## config.mk

```make
export PLATFORM = sky130hd
export DESIGN_NAME = op_cycle_counter
export DESIGN_NICKNAME = d
export VERILOG_FILES = /design/src/rtl/op_cycle_counter.sv
export SDC_FILE = /design/constraint.sdc
export NUM_CORES = 1
export LEC_CHECK = 0
export CAP_MARGIN = 10
export CORE_AREA = 2 2 39 41
export DETAILED_ROUTE_END_ITERATION = 8
export DIE_AREA = 0 0 41 43
export PLACE_DENSITY = 0.7
export SYNTH_ARGS = -nofsm -noshare
export SYNTH_HDL_FRONTEND = slang
export SYNTH_SLANG_ARGS = --single-unit
```

## constraint.sdc

```tcl
create_clock -name clock -period 3.9 [get_ports clock]
set_input_delay 0.39 -clock clock [delete_from_list [all_inputs] [get_ports clock]]
set_output_delay 0.39 -clock clock [all_outputs]
set_load 0.01 [all_outputs]
```

## src/rtl/op_cycle_counter.sv

```systemverilog
// Iteration sequencer for a shared multiply/divide datapath.
// Runs MULT_CYCLES or DIV_CYCLES iterations, then pulses result_rdy once.
module op_cycle_counter #(
    parameter int CNT_W       = 6,
    parameter int MULT_CYCLES = 16,
    parameter int DIV_CYCLES  = 32
) (
    input  logic             clock,
    input  logic             reset,
    input  logic             start_mult,
    input  logic             start_div,
    input  logic             abort,
    output logic [CNT_W-1:0] count,
    output logic             op_is_div,
    output logic             busy,
    output logic             first,
    output logic             last,
    output logic             result_rdy
);

    if (MULT_CYCLES < 1 || MULT_CYCLES > (1 << CNT_W)) begin : g_bad_mult
        $error("MULT_CYCLES must lie in 1..2**CNT_W");
    end
    if (DIV_CYCLES < 1 || DIV_CYCLES > (1 << CNT_W)) begin : g_bad_div
        $error("DIV_CYCLES must lie in 1..2**CNT_W");
    end

    localparam logic [CNT_W-1:0] MULT_LAST = CNT_W'(MULT_CYCLES - 1);
    localparam logic [CNT_W-1:0] DIV_LAST  = CNT_W'(DIV_CYCLES - 1);

    typedef enum logic [1:0] {
        IDLE = 2'd0,
        RUN  = 2'd1,
        DONE = 2'd2
    } state_t;

    state_t           state_q, state_d;
    logic [CNT_W-1:0] count_q, count_d;
    logic             op_is_div_q, op_is_div_d;
    logic [CNT_W-1:0] last_cnt;
    logic             start_any;

    assign last_cnt  = op_is_div_q ? DIV_LAST : MULT_LAST;
    assign start_any = start_mult | start_div;

    always_ff @(posedge clock or negedge reset) begin
        if (!reset) begin
            state_q     <= IDLE;
            count_q     <= '0;
            op_is_div_q <= 1'b0;
        end else begin
            state_q     <= state_d;
            count_q     <= count_d;
            op_is_div_q <= op_is_div_d;
        end
    end

    always_comb begin
        state_d     = state_q;
        count_d     = count_q;
        op_is_div_d = op_is_div_q;
        unique case (state_q)
            IDLE: begin
                count_d = '0;
                if (start_any) begin
                    state_d     = RUN;
                    op_is_div_d = start_div;
                end
            end
            RUN: begin
                if (abort) begin
                    state_d = IDLE;
                    count_d = '0;
                end else if (count_q == last_cnt) begin
                    state_d = DONE;
                    count_d = '0;
                end else begin
                    count_d = count_q + CNT_W'(1);
                end
            end
            DONE: begin
                count_d = '0;
                // Accepting a start here gives back-to-back operation
                if (abort) begin
                    state_d = IDLE;
                end else if (start_any) begin
                    state_d     = RUN;
                    op_is_div_d = start_div;
                end else begin
                    state_d = IDLE;
                end
            end
            default: begin
                state_d = IDLE;
                count_d = '0;
            end
        endcase
    end

    assign count      = count_q;
    assign op_is_div  = op_is_div_q;
    assign busy       = (state_q == RUN);
    assign first      = busy && (count_q == '0);
    assign last       = busy && (count_q == last_cnt);
    assign result_rdy = (state_q == DONE);

endmodule
```

# [Word-level counts from Yosys, hierarchy flattened]
# Cells that the tools add are included.
[totals] reg_bits=9 latchBits=0 mem_bits_rw=0 rom_bits=0 inputBits=5 output_inout_bits=11 wordCells=31 memories=0
[classes] n_addsub=1 n_mul=0 n_div=0 order_cmp=0 n_eq_ne=6 n_shift=0 muxes=13 bitwise=1 n_reduce_logical=7
[ops] op="6-bit 2-to-1 mux" n=3
[ops] op="6-bit by 1-bit adder with 6-bit output, second input constant" n=1
[ops] op="6-bit by 5-bit equality test with 1-bit output" n=1
[ops] op="6-bit logical NOT" n=1
[ops] op="2-bit 2-to-1 mux" n=3
[ops] op="2-bit case mux with 3 select lines" n=1
[ops] op="5-bit 2-to-1 mux" n=1
[ops] op="1-bit 2-to-1 mux" n=4
[ops] op="2-bit != test, second input constant" n=2
[ops] op="2-bit AND reduction" n=2
[ops] op="3-bit by 2-bit != test with 1-bit output, second input constant" n=1
[ops] op="2-bit by 1-bit equality test with 1-bit output, second input constant" n=1
[ops] op="2-bit equality test, second input constant" n=1
[ops] op="1-bit logical AND" n=2
[ops] op="2-bit logical NOT" n=1
[ops] op="1-bit case mux with 2 select lines" n=1
[ops] op="2-bit nonzero test" n=1
[ops] op="1-bit OR" n=1

# [Depth between registers and ports, before layout]
# Gate-level depths: netlist (run 1).
[logic_depth] ltp_word=5 ltp_mapped=4 mapped_depth_nobuf=4

# [Worst setup path after synthesis (run 1)]
# No wires, ideal clock.
[synth_timing] kind="register -> output" startpoint="reg count_q[0] (netlist: count[0])" endpoint="out last" t_arrival_ns=1.146 required_ns=3.510 slack_ns=2.364 path_stages_with_launch=4 path_buffers=0 path_cell_list="dfrtp_1 -> ha_1 -> nand4b_1 -> nor3b_1"
[synth_between] elab_chain_len=2
[synth_lines] element="start: declaration" line="38" source="logic [CNT_W-1:0] count_q, count_d;"
[synth_lines] element="start signal: assignment" line="53" source="count_q <= count_d;"
[synth_lines] element="6-bit by 5-bit equality test with 1-bit output" line="104" source="assign last = busy && (count_q == last_cnt);"
[synth_lines] element="1-bit logical AND" line="104"
[synth_lines] element="end: declaration" line="17" source="output logic last,"
# Every way passes these cells.

# [Final worst setup path (run 1)]
# Ends and elaborated chain as after synthesis.

==> qor.yml, run 1 <==
worst_setup_path:
  cp-start-kind: "flop"
  cpPeakStageDelay_ns: 0.57
  r2r_cells: 4
  worstReg2RegStart: "count[0]"
  crit_chain: "ha_1, nand4b_1, nor3b_1, clkdlybuf4s50_1"
  worstPathRequired_ns: 3.51
  setup.worst_path.class: "flop to output port"
  rrSetupSlack_ns: 2.52
  cp_max_fo: 5
  r2r_end: "count[1]"
  worst-path-buf-inv: 1
  cp_slowest_cell: "clkdlybuf4s50_1"
  end_kind: "output port"
  critPathArrivalTime_ns: 1.90
  crit_family: "buffers and inverters"
  path_depth: 4
sta:
  finalSetupViolCount: 0
  hold_violations: 0
  finalSetupTns_ns: 0
  fmax_mhz: 438
  min_period_ns: 2.29
  setup_ws_ns: 1.61
  fin_skew_ns: 0.00107
  grt_setup_unrepaired: "false"
  finalCritPeriodShare_pct: 58.6
  slew_violations: 0
  worst_pin_slew_ns: 0.431
  slew_headroom_pct: 71.1
placed_design:
  place_hpwl_um: 809
  gp_congestion: 0.737
  buffer_ports.inserted: 15
  pre_cts_slack_ns: 1.88
  placed_cells: 76
job:
  drv_cap: 0
clocking:
  clock-root-buffer: "clkbuf_4"
  cts_tree: "yes"
  cts_max_level: 1
  clk_pin_slew_ns: 0.06
  post_cts_resized: 0
  worstSkewPairLatency_ns: 0.26
  cts_setup_buffers: 0
  clkSinkCount: 9
  hold_buffers: 0
  numCtsBuffers: 3
  clockBufferDepth: 2
layout:
  drive_gt1_share_pct: 9.38
  final_cell_count_no_fill: 80
  insertedDiodeCount: 0
  nets: 72
  area_delta_synth_final_pct: 42.4
  fillers: 145
synthesis:
  yosysUniqueCellTypes: 25
  syn_nets: 52
  yosysTopAreaCell: "dfrtp_1"
  ys_seq_area_share_pct: 48.6
  synth-compound-area-share_pct: 9.73
  yosys-mux-area-fraction_pct: 0
  ys.warnings.count: 0
  ys_ff_latch: 9
  synth_top_cell_area_share_pct: 48.6
  syn_avg_cell_area_um2: 10.3
  synth_top_family_by_area: "simple AND/OR/NAND/NOR gates"
  synthCells: 45
  synth_adder_area_share_pct: 5.41
  synthSimpleGateAreaFrac_pct: 27.0
  synth_area_um2: 463
  synth_xor_area_share_pct: 7.57
  synthTopCellsByArea: "dfrtp_1 49%, xor2_1 5.7%, ha_1 5.4%"
grt:
  groute.usage.overall_pct: 14.4
  grt_pass1_wl_um: 1660
  grt_max_degree: 10
  antenna_found_initial: 0
  grt_pass1_vias: 357
  overflow: 0
routing:
  wl_per_cell_um: 12.8
  viasPerCell: 5.11
  ant_nets: 0
  drt_wl_total_um: 1020
  drt-initial-drc-count: 9
  via_count: 409
  firstDrtPassIters: 4
  route.detailed.drc: 0
run_status:
  status: "finished clean"
die:
  start_util_pct: 33.5
  die_h_um: 43
  die_area_um2: 1760
  ioPinCount: 16
  die_x_um: 41
  core_area_um2: 1380
  rows: 14
min_path:
  hold_path.class: "primary input to async pin"
power_and_ir_drop:
  peakVddDrop_uv: 188
  p_leak_nw: 0.276
  power_density_nw_per_um2: 399
worst max-delay path by stage:
| stage | startpoint | to | slack, ns |
|---|---|---|---|
| floorplan | count[0] | last | 2.36 |
| global placement | count[0] | last | 1.87 |
| detailed placement | count[0] | last | 1.88 |
| CTS | count[0] | last | 1.59 |
| global route | count[1] | last | 1.50 |
| finish | count[0] | last | 1.61 |
kinds of logic after synthesis:
logic type | after synthesis
compound gates | 6
flops | 9
simple gates | 22
fa+ha+maj | 2
xor+xnor | 4
buf+inv | 2
power by group:
group | internal (W) | switching, W | total [W] | leakage (nW)
registers | 0.000103 | 0.0000117 | 0.000115 | 0.119
clock network | 0.0000395 | 0.0000331 | 0.0000726 | 0.0150
logic | 0.0000414 | 0.0000348 | 0.0000762 | 0.141
placed cells by master (no fill, tap or decap), drive strengths merged, types with 2 or more instances in the layout:
| cell | Yosys | layout |
|---|---|---|
| a21oi | 2 | 2 |
| clkbuf | 0 | 4 |
| clkdlybuf4s50 | 0 | 15 |
| dfrtp | 9 | 9 |
| ha | 2 | 2 |
| inv | 2 | 2 |
| nand2 | 3 | 3 |
| nand3 | 2 | 2 |
| nor2 | 6 | 6 |
| nor3b | 2 | 2 |
| o21ai | 2 | 2 |
| xor2 | 3 | 3 |
metrics by stage:
| step | hold slack (ns) | power, W | utilization (%) | instance area, um2 |
|---|---|---|---|---|
| 6_report | 0.435 | 0.000263 | 47.6 | 659 |
| 4_1_cts | 0.443 | 0.000267 | 47.6 | 659 |
| 3_5_place_dp | 0.519 | 0.000193 | 45.8 | 633 |
| 3_3_place_gp | 0.517 | 0.000192 | 45.8 | 633 |
| 2_1_floorplan | 0.0944 | 0.000151 | - | 463 |
| 5_1_grt | 0.466 | 0.000281 | 47.6 | 659 |
synthesized netlist by cell type (all sizes together):
library cell  n
a211o         1
a21oi         2
a22o          1
and2b         1
and3          1
dfrtp         9
ha            2
inv           2
nand2         3
nand2b        1
nand3         2
nand3b        1
nand4b        1
nor2          6
nor2b         1
nor3b         2
nor4          1
o21ai         2
or2           1
or3           1
xnor2         1
xor2          3
per-layer routing:
metal / track usage, % / vias up / wire length [um]
met2: 20.3 / 15 / 462
li1: - / 197 / -
met5: 0 / - / 0
met1: 19.5 / 195 / 493
met4: 6.00 / 0 / 8
met3: 4.71 / 2 / 58
sequential cells by signal, summed over array words and instances, names as in the netlist:
name,cells
op_is_div,1
state_q,2
count,6
cell type report:
class	count	area (um2)	area share (%)
inverters	2	7.51	1.14
multi-input cells	34	230	34.9
repair buffers	15	150	22.8
flip-flops and latches	9	225	34.2
clock buffers	4	26.3	3.98
well taps	16	20.0	3.04
No activity file was read; power rests on OpenSTA's default activity.
==> inputs of run 2 (changes only) <==
Clock period 3.9 ns to 2.3 ns, I/O delays scaled along.
==> results of run 2 <==
Same layout as run 1 (identical final DEF). Status: finished clean.
Main changes from that run: setup slack after placement 1.88 ns -> 0.440 ns; setup slack after layout 1.61 ns -> 0.175 ns; hold slack 0.435 ns -> 0.275 ns; register-to-register setup slack 2.52 ns -> 0.92 ns; total power 0.000263 W -> 0.000447 W; worst IR drop on VDD 188 uV -> 319 uV
